--- src/rtl/uart_pkg.sv ---
// Shared UART definitions: receiver FSM states, data width and default bit timing.
package uart_pkg;

    localparam int UART_DATA_BITS    = 8;
    localparam int UART_CLKS_PER_BIT = 104;  // 12 MHz / 115200

    typedef enum logic [2:0] {
        IDLE,
        START,
        DATA,
        STOP,
        BREAK
    } rx_state_t;

    // Counter width able to hold values 0..count-1, never narrower than 1 bit.
    function automatic int cnt_width(input int count);
        return (count > 2) ? $clog2(count) : 1;
    endfunction

endpackage

--- src/rtl/uart_rx_byte.sv ---
// 8N1 byte receiver: input synchronizer, start/data/stop/break FSM and mid-bit sampling.
// stop_ok/stop_bad are combinational strobes one cycle ahead of byte_valid/frame_err.
module uart_rx_byte
    import uart_pkg::*;
#(
    parameter int CLKS_PER_BIT = UART_CLKS_PER_BIT
) (
    input  logic                      clk,
    input  logic                      rst,
    input  logic                      rx,
    output logic [UART_DATA_BITS-1:0] byte_out,
    output logic                      byte_valid,
    output logic                      frame_err,
    output logic                      stop_ok,
    output logic                      stop_bad,
    output logic [UART_DATA_BITS-1:0] shift_data,
    output logic                      line_idle
);

    localparam int CNT_W = cnt_width(CLKS_PER_BIT);
    localparam logic [CNT_W-1:0] HALF_LAST = CNT_W'(CLKS_PER_BIT / 2 - 1);
    localparam logic [CNT_W-1:0] FULL_LAST = CNT_W'(CLKS_PER_BIT - 1);
    localparam logic [2:0]       LAST_BIT  = 3'(UART_DATA_BITS - 1);

    logic                      sync1_reg;
    logic                      rxs_reg;
    rx_state_t                 state_reg;
    rx_state_t                 state_next;
    logic [CNT_W-1:0]          clk_cnt_reg;
    logic [2:0]                bit_idx_reg;
    logic [UART_DATA_BITS-1:0] shift_reg;
    logic [UART_DATA_BITS-1:0] byte_reg;
    logic                      byte_valid_reg;
    logic                      frame_err_reg;
    logic                      half_hit;
    logic                      full_hit;
    logic                      sample_bit;

    // rx is asynchronous; presetting to 1 keeps reset from looking like a start bit.
    always_ff @(posedge clk) begin
        if (rst) begin
            sync1_reg <= 1'b1;
            rxs_reg   <= 1'b1;
        end else begin
            sync1_reg <= rx;
            rxs_reg   <= sync1_reg;
        end
    end

    assign half_hit = (clk_cnt_reg == HALF_LAST);
    assign full_hit = (clk_cnt_reg == FULL_LAST);

    always_ff @(posedge clk) begin
        if (rst) begin
            state_reg <= IDLE;
        end else begin
            state_reg <= state_next;
        end
    end

    always_comb begin
        state_next = state_reg;
        case (state_reg)
            IDLE:    if (!rxs_reg) state_next = START;
            START:   if (half_hit) state_next = rxs_reg ? IDLE : DATA;
            DATA:    if (full_hit && bit_idx_reg == LAST_BIT) state_next = STOP;
            STOP:    if (full_hit) state_next = rxs_reg ? IDLE : BREAK;
            BREAK:   if (rxs_reg) state_next = IDLE;
            default: state_next = IDLE;
        endcase
    end

    always_comb begin
        stop_ok    = 1'b0;
        stop_bad   = 1'b0;
        sample_bit = 1'b0;
        line_idle  = 1'b0;
        case (state_reg)
            IDLE: line_idle  = 1'b1;
            DATA: sample_bit = full_hit;
            STOP: begin
                stop_ok  = full_hit && rxs_reg;
                stop_bad = full_hit && !rxs_reg;
            end
            default: ;
        endcase
    end

    always_ff @(posedge clk) begin
        if (rst) begin
            clk_cnt_reg    <= '0;
            bit_idx_reg    <= '0;
            shift_reg      <= '0;
            byte_reg       <= '0;
            byte_valid_reg <= 1'b0;
            frame_err_reg  <= 1'b0;
        end else begin
            byte_valid_reg <= stop_ok;
            frame_err_reg  <= stop_bad;
            if (stop_ok) begin
                byte_reg <= shift_reg;
            end
            // LSB arrives first, so shift right and enter at the top.
            if (sample_bit) begin
                shift_reg <= {rxs_reg, shift_reg[UART_DATA_BITS-1:1]};
            end
            case (state_reg)
                START: begin
                    bit_idx_reg <= '0;
                    clk_cnt_reg <= half_hit ? '0 : clk_cnt_reg + 1'b1;
                end
                DATA: begin
                    if (full_hit) begin
                        clk_cnt_reg <= '0;
                        bit_idx_reg <= bit_idx_reg + 1'b1;
                    end else begin
                        clk_cnt_reg <= clk_cnt_reg + 1'b1;
                    end
                end
                STOP:    clk_cnt_reg <= full_hit ? '0 : clk_cnt_reg + 1'b1;
                default: clk_cnt_reg <= '0;
            endcase
        end
    end

    assign byte_out   = byte_reg;
    assign byte_valid = byte_valid_reg;
    assign frame_err  = frame_err_reg;
    assign shift_data = shift_reg;

endmodule

--- src/rtl/uart_rx_frame.sv ---
// UART receive path: assembles FRAME_BYTES received bytes into one word, byte 0 lowest.
// Define UART_RX_TIMEOUT_EN to drop a partial word after TIMEOUT_BITS idle bit-times.
module uart_rx_frame
    import uart_pkg::*;
#(
    parameter int CLKS_PER_BIT = UART_CLKS_PER_BIT,
    parameter int FRAME_BYTES  = 4,
    parameter int TIMEOUT_BITS = 20
) (
    input  logic                                clk,
    input  logic                                rst,
    input  logic                                rx,
    output logic [UART_DATA_BITS-1:0]           byte_out,
    output logic                                byte_valid,
    output logic [UART_DATA_BITS*FRAME_BYTES-1:0] data_out,
    output logic                                data_valid,
    output logic                                frame_err,
    output logic                                frame_timeout
);

    localparam int IDX_W = cnt_width(FRAME_BYTES);
    localparam logic [IDX_W-1:0] LAST_IDX = IDX_W'(FRAME_BYTES - 1);

    if (CLKS_PER_BIT < 8 || FRAME_BYTES < 1 || TIMEOUT_BITS < 1) begin : g_bad_cfg
        $error("uart_rx_frame: unsupported parameter combination");
    end

    logic                      stop_ok;
    logic                      stop_bad;
    logic                      line_idle;
    logic                      timeout_hit;
    logic [UART_DATA_BITS-1:0] shift_data;
    logic [IDX_W-1:0]          idx_reg;
    logic [IDX_W-1:0]          idx_next;
    logic                      data_valid_reg;
    logic [UART_DATA_BITS-1:0] lane_reg [FRAME_BYTES];

    uart_rx_byte #(
        .CLKS_PER_BIT(CLKS_PER_BIT)
    ) u_rx_byte (
        .clk        (clk),
        .rst        (rst),
        .rx         (rx),
        .byte_out   (byte_out),
        .byte_valid (byte_valid),
        .frame_err  (frame_err),
        .stop_ok    (stop_ok),
        .stop_bad   (stop_bad),
        .shift_data (shift_data),
        .line_idle  (line_idle)
    );

    // Lanes load on the same edge as byte_out, so the word is complete alongside the last byte_valid.
    for (genvar gi = 0; gi < FRAME_BYTES; gi++) begin : g_lane
        always_ff @(posedge clk) begin
            if (rst) begin
                lane_reg[gi] <= '0;
            end else if (stop_ok && idx_reg == IDX_W'(gi)) begin
                lane_reg[gi] <= shift_data;
            end
        end
        assign data_out[UART_DATA_BITS*gi +: UART_DATA_BITS] = lane_reg[gi];
    end

    always_comb begin
        idx_next = idx_reg;
        if (stop_bad) begin
            idx_next = '0;
        end else if (stop_ok) begin
            idx_next = (idx_reg == LAST_IDX) ? '0 : idx_reg + 1'b1;
        end else if (timeout_hit) begin
            idx_next = '0;
        end
    end

    always_ff @(posedge clk) begin
        if (rst) begin
            idx_reg        <= '0;
            data_valid_reg <= 1'b0;
        end else begin
            idx_reg        <= idx_next;
            data_valid_reg <= stop_ok && (idx_reg == LAST_IDX);
        end
    end

    assign data_valid = data_valid_reg;

`ifdef UART_RX_TIMEOUT_EN
    localparam int TO_CYCLES = TIMEOUT_BITS * CLKS_PER_BIT;
    localparam int TO_W      = $clog2(TO_CYCLES + 1);

    logic [TO_W-1:0] idle_cnt_reg;
    logic            frame_timeout_reg;

    // Only a partially filled word ages; any start detection leaves IDLE and clears the count.
    assign timeout_hit = line_idle && (idx_reg != '0) && (idle_cnt_reg == TO_W'(TO_CYCLES - 1));

    always_ff @(posedge clk) begin
        if (rst) begin
            idle_cnt_reg      <= '0;
            frame_timeout_reg <= 1'b0;
        end else begin
            frame_timeout_reg <= timeout_hit;
            if (!line_idle || idx_reg == '0 || timeout_hit) begin
                idle_cnt_reg <= '0;
            end else begin
                idle_cnt_reg <= idle_cnt_reg + 1'b1;
            end
        end
    end

    assign frame_timeout = frame_timeout_reg;
`else
    logic unused_line_idle;

    assign unused_line_idle = line_idle;
    assign timeout_hit      = 1'b0;
    assign frame_timeout    = 1'b0;
`endif

endmodule

--- config.mk ---
export PLATFORM = sky130hd
export DESIGN_NAME = uart_rx_frame
export DESIGN_NICKNAME = d
export VERILOG_FILES = /design/src/rtl/uart_pkg.sv /design/src/rtl/uart_rx_byte.sv /design/src/rtl/uart_rx_frame.sv
export SDC_FILE = /design/constraint.sdc
export NUM_CORES = 1
export LEC_CHECK = 0
export CAP_MARGIN = 20
export CORE_MARGIN = 1.5
export CORE_UTILIZATION = 50
export DETAILED_ROUTE_END_ITERATION = 8
export PLACE_DENSITY = 0.73
export REMOVE_ABC_BUFFERS = 1
export SETUP_SLACK_MARGIN = 0.02
export SYNTH_ARGS = -nofsm -noshare
export SYNTH_HDL_FRONTEND = slang
export SYNTH_SLANG_ARGS = --single-unit
export TNS_END_PERCENT = 10
--- constraint.sdc ---
create_clock -name clk -period 4.4 [get_ports clk]
set_input_delay 1.1 -clock clk [delete_from_list [all_inputs] [get_ports clk]]
set_output_delay 1.1 -clock clk [all_outputs]
set_load 0.01 [all_outputs]
Yosys cells after proc, flatten, opt, wreduce, memory -nomap -nowiden
Memories as Yosys holds them, arrays and structs flattened. Index checks and enable logic that the tools add are counted.

Flip-flop bits (word level): 36. Word-level logic and storage cells: 85. Bits in writable memories: 32. Bits of input ports: 3. Memories kept: 1.

$add $sub $neg: 3. Mux-type cells: 35. Reduce and logical (&&, ||, !) cells: 15. Bitwise gates (word level): 4. Eq/ne operators: 16.

Memory list: lane_reg (depth 4, width 8, rd ports 4, clocked after Yosys merged registers in 0, wr ports 4, RTL line uart_rx_frame.sv:36) `logic [UART_DATA_BITS-1:0] lane_reg [FRAME_BYTES];`.

Operators by type and width (number): two-way mux 8 bit (4); two-way mux 3 bit (7); two-way mux 1 bit (17); case mux 3 bit (5 select lines) (1); two-way mux 7 bit (2); case mux 7 bit (2 select lines) (1); inequality test 2 x 1 -> 1 bit (second input constant) (5); adder 7 x 1 -> 7 bit (second input constant) (1); == test 7 x 6 -> 1 bit (second input constant) (1); == test 7 bit (second input constant) (1); logical AND 1 bit (7); == test 3 x 2 -> 1 bit (second input constant) (2); == test 3 bit (second input constant) (2); case mux 3 bit (2 select lines) (1); AND reduction 5 bit (1); == test 2 bit (second input constant) (2); two-way mux 2 bit (2); bitwise OR 1 bit (4); OR reduction 2 bit (2); adder 3 x 1 -> 3 bit (second input constant) (1); == test 3 x 1 -> 1 bit (second input constant) (1); logical NOT 3 bit (1); adder 2 x 1 -> 2 bit (second input constant) (1); == test 2 x 1 -> 1 bit (second input constant) (1); other kinds (5) (5).

Depth between registers and ports, before layout
Gate-level depths: netlist of the first run.

Depth in word-level cells: 8. Depth in mapped cells: 5.

Cells and area by module
Synthesis of the first run repeated with hierarchy kept, for this count alone.

Cells, all modules: 234. Area, all modules: 2831.5 um^2.

Modules (own cells, without submodules): uart_rx_frame (cells an instance 91, times used 1, area each 1420.1 um^2); uart_rx_byte (cells an instance 143, times used 1, area each 1411.4 um^2).

Worst setup path before layout of the first run
OpenSTA, ideal clock, no wires.

Path kind: input to register. From: input rst. To: memory lane_reg[0][0] (enable). Stages: 3. Arrival: 1881 ps. Library setup time: 326 ps. Path slack: 2193 ps. Cells stage by stage: clkbuf_1 clkbuf_1 a21o_1.

RTL lines: start, declared (RTL line uart_rx_frame.sv:11) `input logic rst,`; end, declared (RTL line uart_rx_frame.sv:36).

==> results of run 1 <==
## area by class of cell
| cell class | count | share of cell area, % |
|---|---|---|
| Inverter | 4 | 0.423 |
| Clock inverter | 2 | 0.282 |
| Multi-Input combinational cell | 148 | 31.8 |
| Sequential cell | 68 | 47.3 |
| Clock buffer | 14 | 4.58 |
| Timing Repair Buffer | 47 | 13.1 |
| Tap cell | 72 | 2.54 |
## logic make-up after synthesis
| kind of cell | after synthesis | synth area share, % |
|---|---|---|
| other cells | 1 | 0.130 |
| flops | 68 | 58.3 |
| buf+inv | 17 | 2.56 |
| simple gates | 94 | 22.4 |
| fa+ha+maj | 7 | 3.04 |
| mux | 21 | 7.33 |
| compound gates | 23 | 5.64 |
| xor+xnor | 2 | 0.607 |
## routing by layer
layer / GRT usage, % / vias up / wire length, µm
li1: - / 942 / -
met4: 10.9 / 0 / 91
met2: 26.5 / 49 / 2480
met1: 25.4 / 870 / 2470
met5: 0 / - / 0
met3: 4.02 / 9 / 248
## placed cells by master (no fill, tap or decap), types with 2 or more instances in the layout
cell	n
and3_1	33
buf_4	2
a21o_1	4
a21oi_1	3
clkdlybuf4s50_1	45
a31oi_1	2
edfxtp_1	32
o21ai_0	5
clkbuf_1	3
nand3_1	4
nor2b_1	2
or3_1	4
clkbuf_8	11
inv_1	4
clkinv_2	2
nor3_1	2
nand2b_1	23
or2_2	2
mux2i_1	20
nand2_1	3
nor2_1	4
or3b_2	2
a22oi_1	2
dfxtp_1	36
nor3_2	2
ha_1	7
nand3b_1	3
xor2_1	2
## how the worst min path moves through the flow
stage	start	endpoint	slack [ns]	depth (start not counted)
6_report	u_rx_byte.sync1_reg$_SDFF_PP1_	u_rx_byte.rxs_reg$_SDFF_PP1_	0.41	1
5_1_grt	u_rx_byte.sync1_reg$_SDFF_PP1_	u_rx_byte.rxs_reg$_SDFF_PP1_	0.43	1
4_1_cts	u_rx_byte.sync1_reg$_SDFF_PP1_	u_rx_byte.rxs_reg$_SDFF_PP1_	0.41	1
3_5_place_dp	u_rx_byte.sync1_reg$_SDFF_PP1_	u_rx_byte.rxs_reg$_SDFF_PP1_	0.40	1
3_3_place_gp	u_rx_byte.sync1_reg$_SDFF_PP1_	u_rx_byte.rxs_reg$_SDFF_PP1_	0.41	1
2_1_floorplan	u_rx_byte.sync1_reg$_SDFF_PP1_	u_rx_byte.rxs_reg$_SDFF_PP1_	0.39	1
## report_power, final
| group | switching, mW | internal, mW |
|---|---|---|
| registers | 0.00705 | 0.677 |
| logic | 0.0268 | 0.0338 |
| clock network | 0.212 | 0.234 |
## critical path, stage by stage
cell and delay [ns]:
clkdlybuf4s50_1 0.59, nor4_4 0.48, buf_4 0.32, and3_1 0.19
==> results.py, run 1 <==
metrics = {
    "sta": {
        "finalCritPeriodShare_pct": 56.4,
        "maxSlewViolCount": 0,
        "fin_skew_ns": 0.00685,
        "hold_viol_final": 0,
        "setup_viol": 0,
        "hold_ws_ns": 0.412,
        "timing.setup.tns_ns": 0,
        "max_freq_mhz": 403,
        "relSlewSlack_pct": 57.3,
        "min_period_ns": 2.48,
        "setup_slack_ns": 1.92,
        "rsz0062_at_grt": "false",
        "worst_pin_slew_ns": 0.638,
    },
    "clock_tree": {
        "htreeDepth": 3,
        "cts.clk_slew.worst_paths_ns": 0.07,
        "cts_resized": 0,
        "post-cts-setup-buffers": 0,
        "cts_buffers": 9,
        "cts.sinks": 68,
        "cts-root-buf": "clkbuf_8",
        "cts_tree": "yes",
        "clkLatencyLatePin_ns": 0.34,
        "ctsHoldBuffers": 0,
        "cts.path.max_buffers": 2,
    },
    "layout": {
        "final_cells": 355,
        "fillers": 444,
        "finalInstanceArea_um2": 3550,
        "antenna_cells": 0,
        "area_growth_pct": 23.2,
        "nets": 288,
        "final_util_pct": 64.1,
        "drive_above_1_share_pct": 9.19,
        "seq_area_um2": 1680,
        "multi_input_area_um2": 1130,
        "largest_reg_flops": 32,
    },
    "setup_path": {
        "worst_setup_path_start_kind": "input pin",
        "cp-end-kind": "register",
        "path_max_fanout": 27,
        "ff2ff_setup_slack_ns": 2.14,
        "crit_start": "rst",
        "r2r-end": "lane_reg[3][5]$_SDFFCE_PN0P_",
        "crit_end": "lane_reg[0][3]$_SDFFCE_PN0P_",
        "worstRegToRegCells": 4,
        "cp.required_ns": 4.61,
        "r2r-start": "u_rx_byte.clk_cnt_reg[0]$_SDFF_PP0_",
        "cp.arrival_ns": 2.69,
        "worst-setup-path-type": "input pin to register",
    },
    "die": {
        "ioPinCount": 47,
        "rows": 27,
        "die-area_um2": 6230,
        "die_y_um": 78.9,
        "die_w_um": 78.9,
        "initial_core_util_pct": 52.1,
        "core-area_um2": 5540,
    },
    "synthesis": {
        "netlist_instances": 233,
        "avgSynthCellArea_um2": 12.4,
        "ys_ff_latch": 68,
        "seq_area_frac_synth_pct": 58.3,
        "ys.warnings.count": 0,
        "synth_edf_count": 32,
        "yosysMostFrequentCell": "dfxtp_1",
        "ys_types": 45,
        "synth_commonest_cells": "dfxtp_1 (36), and3_1 (33), edfxtp_1 (32), nand2b_1 (23), mux2i_1 (20)",
        "synth_top_area_share_pct": 33.3,
        "synthArstFlopShare_pct": 0,
        "synth_area_um2": 2880,
        "synth_area_leaders": "edfxtp_1 (33%), dfxtp_1 (25%), and3_1 (7.2%), mux2i_1 (6.9%), nand2b_1 (5.0%)",
        "yosys.area.top_type": "edfxtp_1",
        "synth_flop_cell": "dfxtp_1",
    },
    "global_routing": {
        "grt_usage_pct": 18.4,
        "grt_max_degree": 31,
        "antenna_found_initial": 0,
        "grt_overflow_total": 0,
        "grt_first_pass_wirelength_mm": 8.40,
        "grt_pass1_vias": 1683,
    },
    "detailed_routing": {
        "routed-via-count": 1870,
        "ant_nets": 0,
        "wl_per_cell_um": 14.9,
        "drc": 0,
        "drt-vias-per-instance": 5.27,
        "drt_iter0_drc": 109,
        "drtPass1Iterations": 4,
        "wirelength_mm": 5.29,
    },
    "flow_run": {
        "drv_cap": 0,
    },
    "outcome": {
        "outcome": "finished clean",
    },
    "power_and_ir_drop": {
        "total_power_mw": 1.19,
        "power_density_nw_per_um2": 335,
        "ir_worst_vdd_mv": 0.228,
        "p_leak_nw": 1.47,
    },
    "place": {
        "gp_congestion": 0.788,
        "dp_worst_setup_slack_ns": 1.60,
        "io_buffer_count": 45,
        "postPlaceCellArea_um2": 3380,
        "dp.cells": 339,
        "dp_hpwl_mm": 3.65,
    },
    "min_path": {
        "worstHoldPathType": "register to register",
    },
}
Note: power is estimated with default switching activity, not from simulation.
==> run 2, diff against run 1 <==
- clock period: 4.4 -> 2.4 ns (I/O delays scaled with it)
==> run 2 against run 1 <==
  * Final cell count rose by 1.4%
  * Sequential share of layout area fell by 0.64 points
  * First-iteration DRC count fell by 0.92%
  * Hold slack improved by 0.033 ns
  * Combinational power rose by 100%
  * Clock power rose by 97%
==> results.py, run 2 (synthesis gave the netlist of run 1 again) <==
metrics = {
    "power_and_ir_drop": {
        "power_density_nw_per_um2": 625,
        "total_power_mw": 2.25,
        "ir_worst_vdd_mv": 0.470,
        "p_leak_nw": 1.50,
    },
    "setup_path": {
        "path_max_fanout": 8,
        "cp-end-kind": "register",
        "path_buf_inv": 1,
        "cp.required_ns": 2.41,
        "crit_slowest_cell": "dfxtp_1",
        "cp.arrival_ns": 1.99,
        "r2r-start": "u_rx_byte.clk_cnt_reg[0]$_SDFF_PP0_",
        "r2r-end": "lane_reg[0][3]$_SDFFCE_PN0P_",
        "ff2ff_setup_slack_ns": 0.42,
        "worstRegToRegCells": 5,
        "worst-setup-path-type": "register to register",
        "max_stage_delay_ns": 0.37,
        "worst_setup_path_start_kind": "register",
        "crit_family": "simple AND/OR/NAND/NOR gates",
        "path_cells": "ha_1, nand4b_4, nor3_2, buf_4, a21o_1",
    },
    "sta": {
        "hold_ws_ns": 0.445,
        "hold_viol_final": 0,
        "rsz0062_at_grt": "false",
        "relSlewSlack_pct": 59.0,
        "fin_skew_ns": 0.00477,
        "timing.setup.tns_ns": 0,
        "min_period_ns": 1.98,
        "maxSlewViolCount": 0,
        "setup_viol": 0,
        "finalCritPeriodShare_pct": 82.3,
        "max_freq_mhz": 506,
        "setup_slack_ns": 0.424,
        "worst_pin_slew_ns": 0.614,
    },
    "clock_tree": {
        "cts_resized": 0,
        "post-cts-setup-buffers": 0,
        "cts.sinks": 68,
        "htreeDepth": 3,
        "clkLatencyLatePin_ns": 0.34,
        "cts_buffers": 9,
        "cts.path.max_buffers": 2,
        "ctsHoldBuffers": 0,
        "cts.clk_slew.worst_paths_ns": 0.07,
        "cts_tree": "yes",
        "cts-root-buf": "clkbuf_8",
    },
    "detailed_routing": {
        "ant_nets": 0,
        "drt-vias-per-instance": 5.38,
        "drt_iter0_drc": 108,
        "drc": 0,
        "drtPass1Iterations": 4,
        "wl_per_cell_um": 15.4,
        "wirelength_mm": 5.54,
        "routed-via-count": 1935,
    },
    "layout": {
        "nets": 293,
        "final_util_pct": 65.0,
        "largest_reg_flops": 32,
        "antenna_cells": 0,
        "finalInstanceArea_um2": 3600,
        "layout_commonest_cell": "clkdlybuf4s50_1",
        "final_cells": 360,
        "drive_above_1_share_pct": 10.8,
        "area_growth_pct": 24.9,
        "layout_common_cells": "clkdlybuf4s50_1 (45), dfxtp_1 (36), and3_1 (33), edfxtp_1 (32), nand2b_1 (23)",
    },
    "global_routing": {
        "grt_max_degree": 35,
        "grt_usage_pct": 18.6,
        "grt_overflow_total": 0,
        "grt_pass1_vias": 1739,
        "grt_first_pass_wirelength_mm": 8.53,
        "antenna_found_initial": 0,
    },
    "place": {
        "io_buffer_count": 45,
        "dp.cells": 344,
        "postPlaceCellArea_um2": 3420,
        "dp_worst_setup_slack_ns": 0.275,
        "dp_hpwl_mm": 3.81,
        "gp_congestion": 0.823,
    },
    "flow_run": {
        "drv_cap": 0,
    },
    "die": {
        "ioPinCount": 47,
        "die-area_um2": 6230,
        "core-area_um2": 5540,
        "die_w_um": 78.9,
        "rows": 27,
        "die_y_um": 78.9,
        "initial_core_util_pct": 52.1,
    },
    "min_path": {
        "worst_hold_path.endpoint": "u_rx_byte.rxs_reg$_SDFF_PP1_",
        "worstHoldStart": "u_rx_byte.sync1_reg$_SDFF_PP1_",
        "worstHoldPathCells": 1,
        "worstHoldPathType": "register to register",
    },
    "outcome": {
        "outcome": "finished clean",
    },
}
-- run 2: area by class of cell --
type / count / area [µm²]
clock inverter: 5 / 52.6
timing repair buffer: 52 / 503
clock buffer: 11 / 131
sequential: 68 / 1680
multi-input combinational: 148 / 1130
fill: 427 / 1940
inverter: 4 / 15.0
tap: 72 / 90.1
-- run 2: worst max-delay path by stage --
stage | slack [ns] | to | cells after the start | startpoint
final | 0.42 | lane_reg[0][3]$_SDFFCE_PN0P_ | 5 | u_rx_byte.clk_cnt_reg[0]$_SDFF_PP0_
after global placement | 0.34 | lane_reg[2][4]$_SDFFCE_PN0P_ | 3 | rst
after floorplan | 0.52 | lane_reg[0][0]$_SDFFCE_PN0P_ | 4 | u_rx_byte.clk_cnt_reg[0]$_SDFF_PP0_
after CTS | 0.42 | lane_reg[0][3]$_SDFFCE_PN0P_ | 5 | u_rx_byte.clk_cnt_reg[0]$_SDFF_PP0_
after detailed placement | 0.28 | lane_reg[0][1]$_SDFFCE_PN0P_ | 3 | rst
after global routing | 0.33 | lane_reg[2][6]$_SDFFCE_PN0P_ | 5 | u_rx_byte.clk_cnt_reg[0]$_SDFF_PP0_
-- run 2: routing by layer --
metal	routed length [µm]	track usage, %	vias up	part of all wire [%]
met2	2640	29.1	64	48
met1	2470	24.0	914	45
met4	112	8.60	0	2.0
met5	0	0	-	0
met3	312	5.17	10	5.6
li1	-	-	947	-
-- run 2: worst reg2reg max path, cell delays in order, from the launching register on --
cell	delay, ns
dfxtp_1	0.37
ha_1	0.36
nand4b_4	0.21
nor3_2	0.21
buf_4	0.19
a21o_1	0.32
-- run 2: power by group --
| group | internal, mW | total, mW | switching (mW) | leakage [nW] |
|---|---|---|---|---|
| clock | 0.475 | 0.878 | 0.403 | 0.0947 |
| sequential | 1.24 | 1.25 | 0.0105 | 0.594 |
| combinational | 0.0660 | 0.121 | 0.0549 | 0.815 |
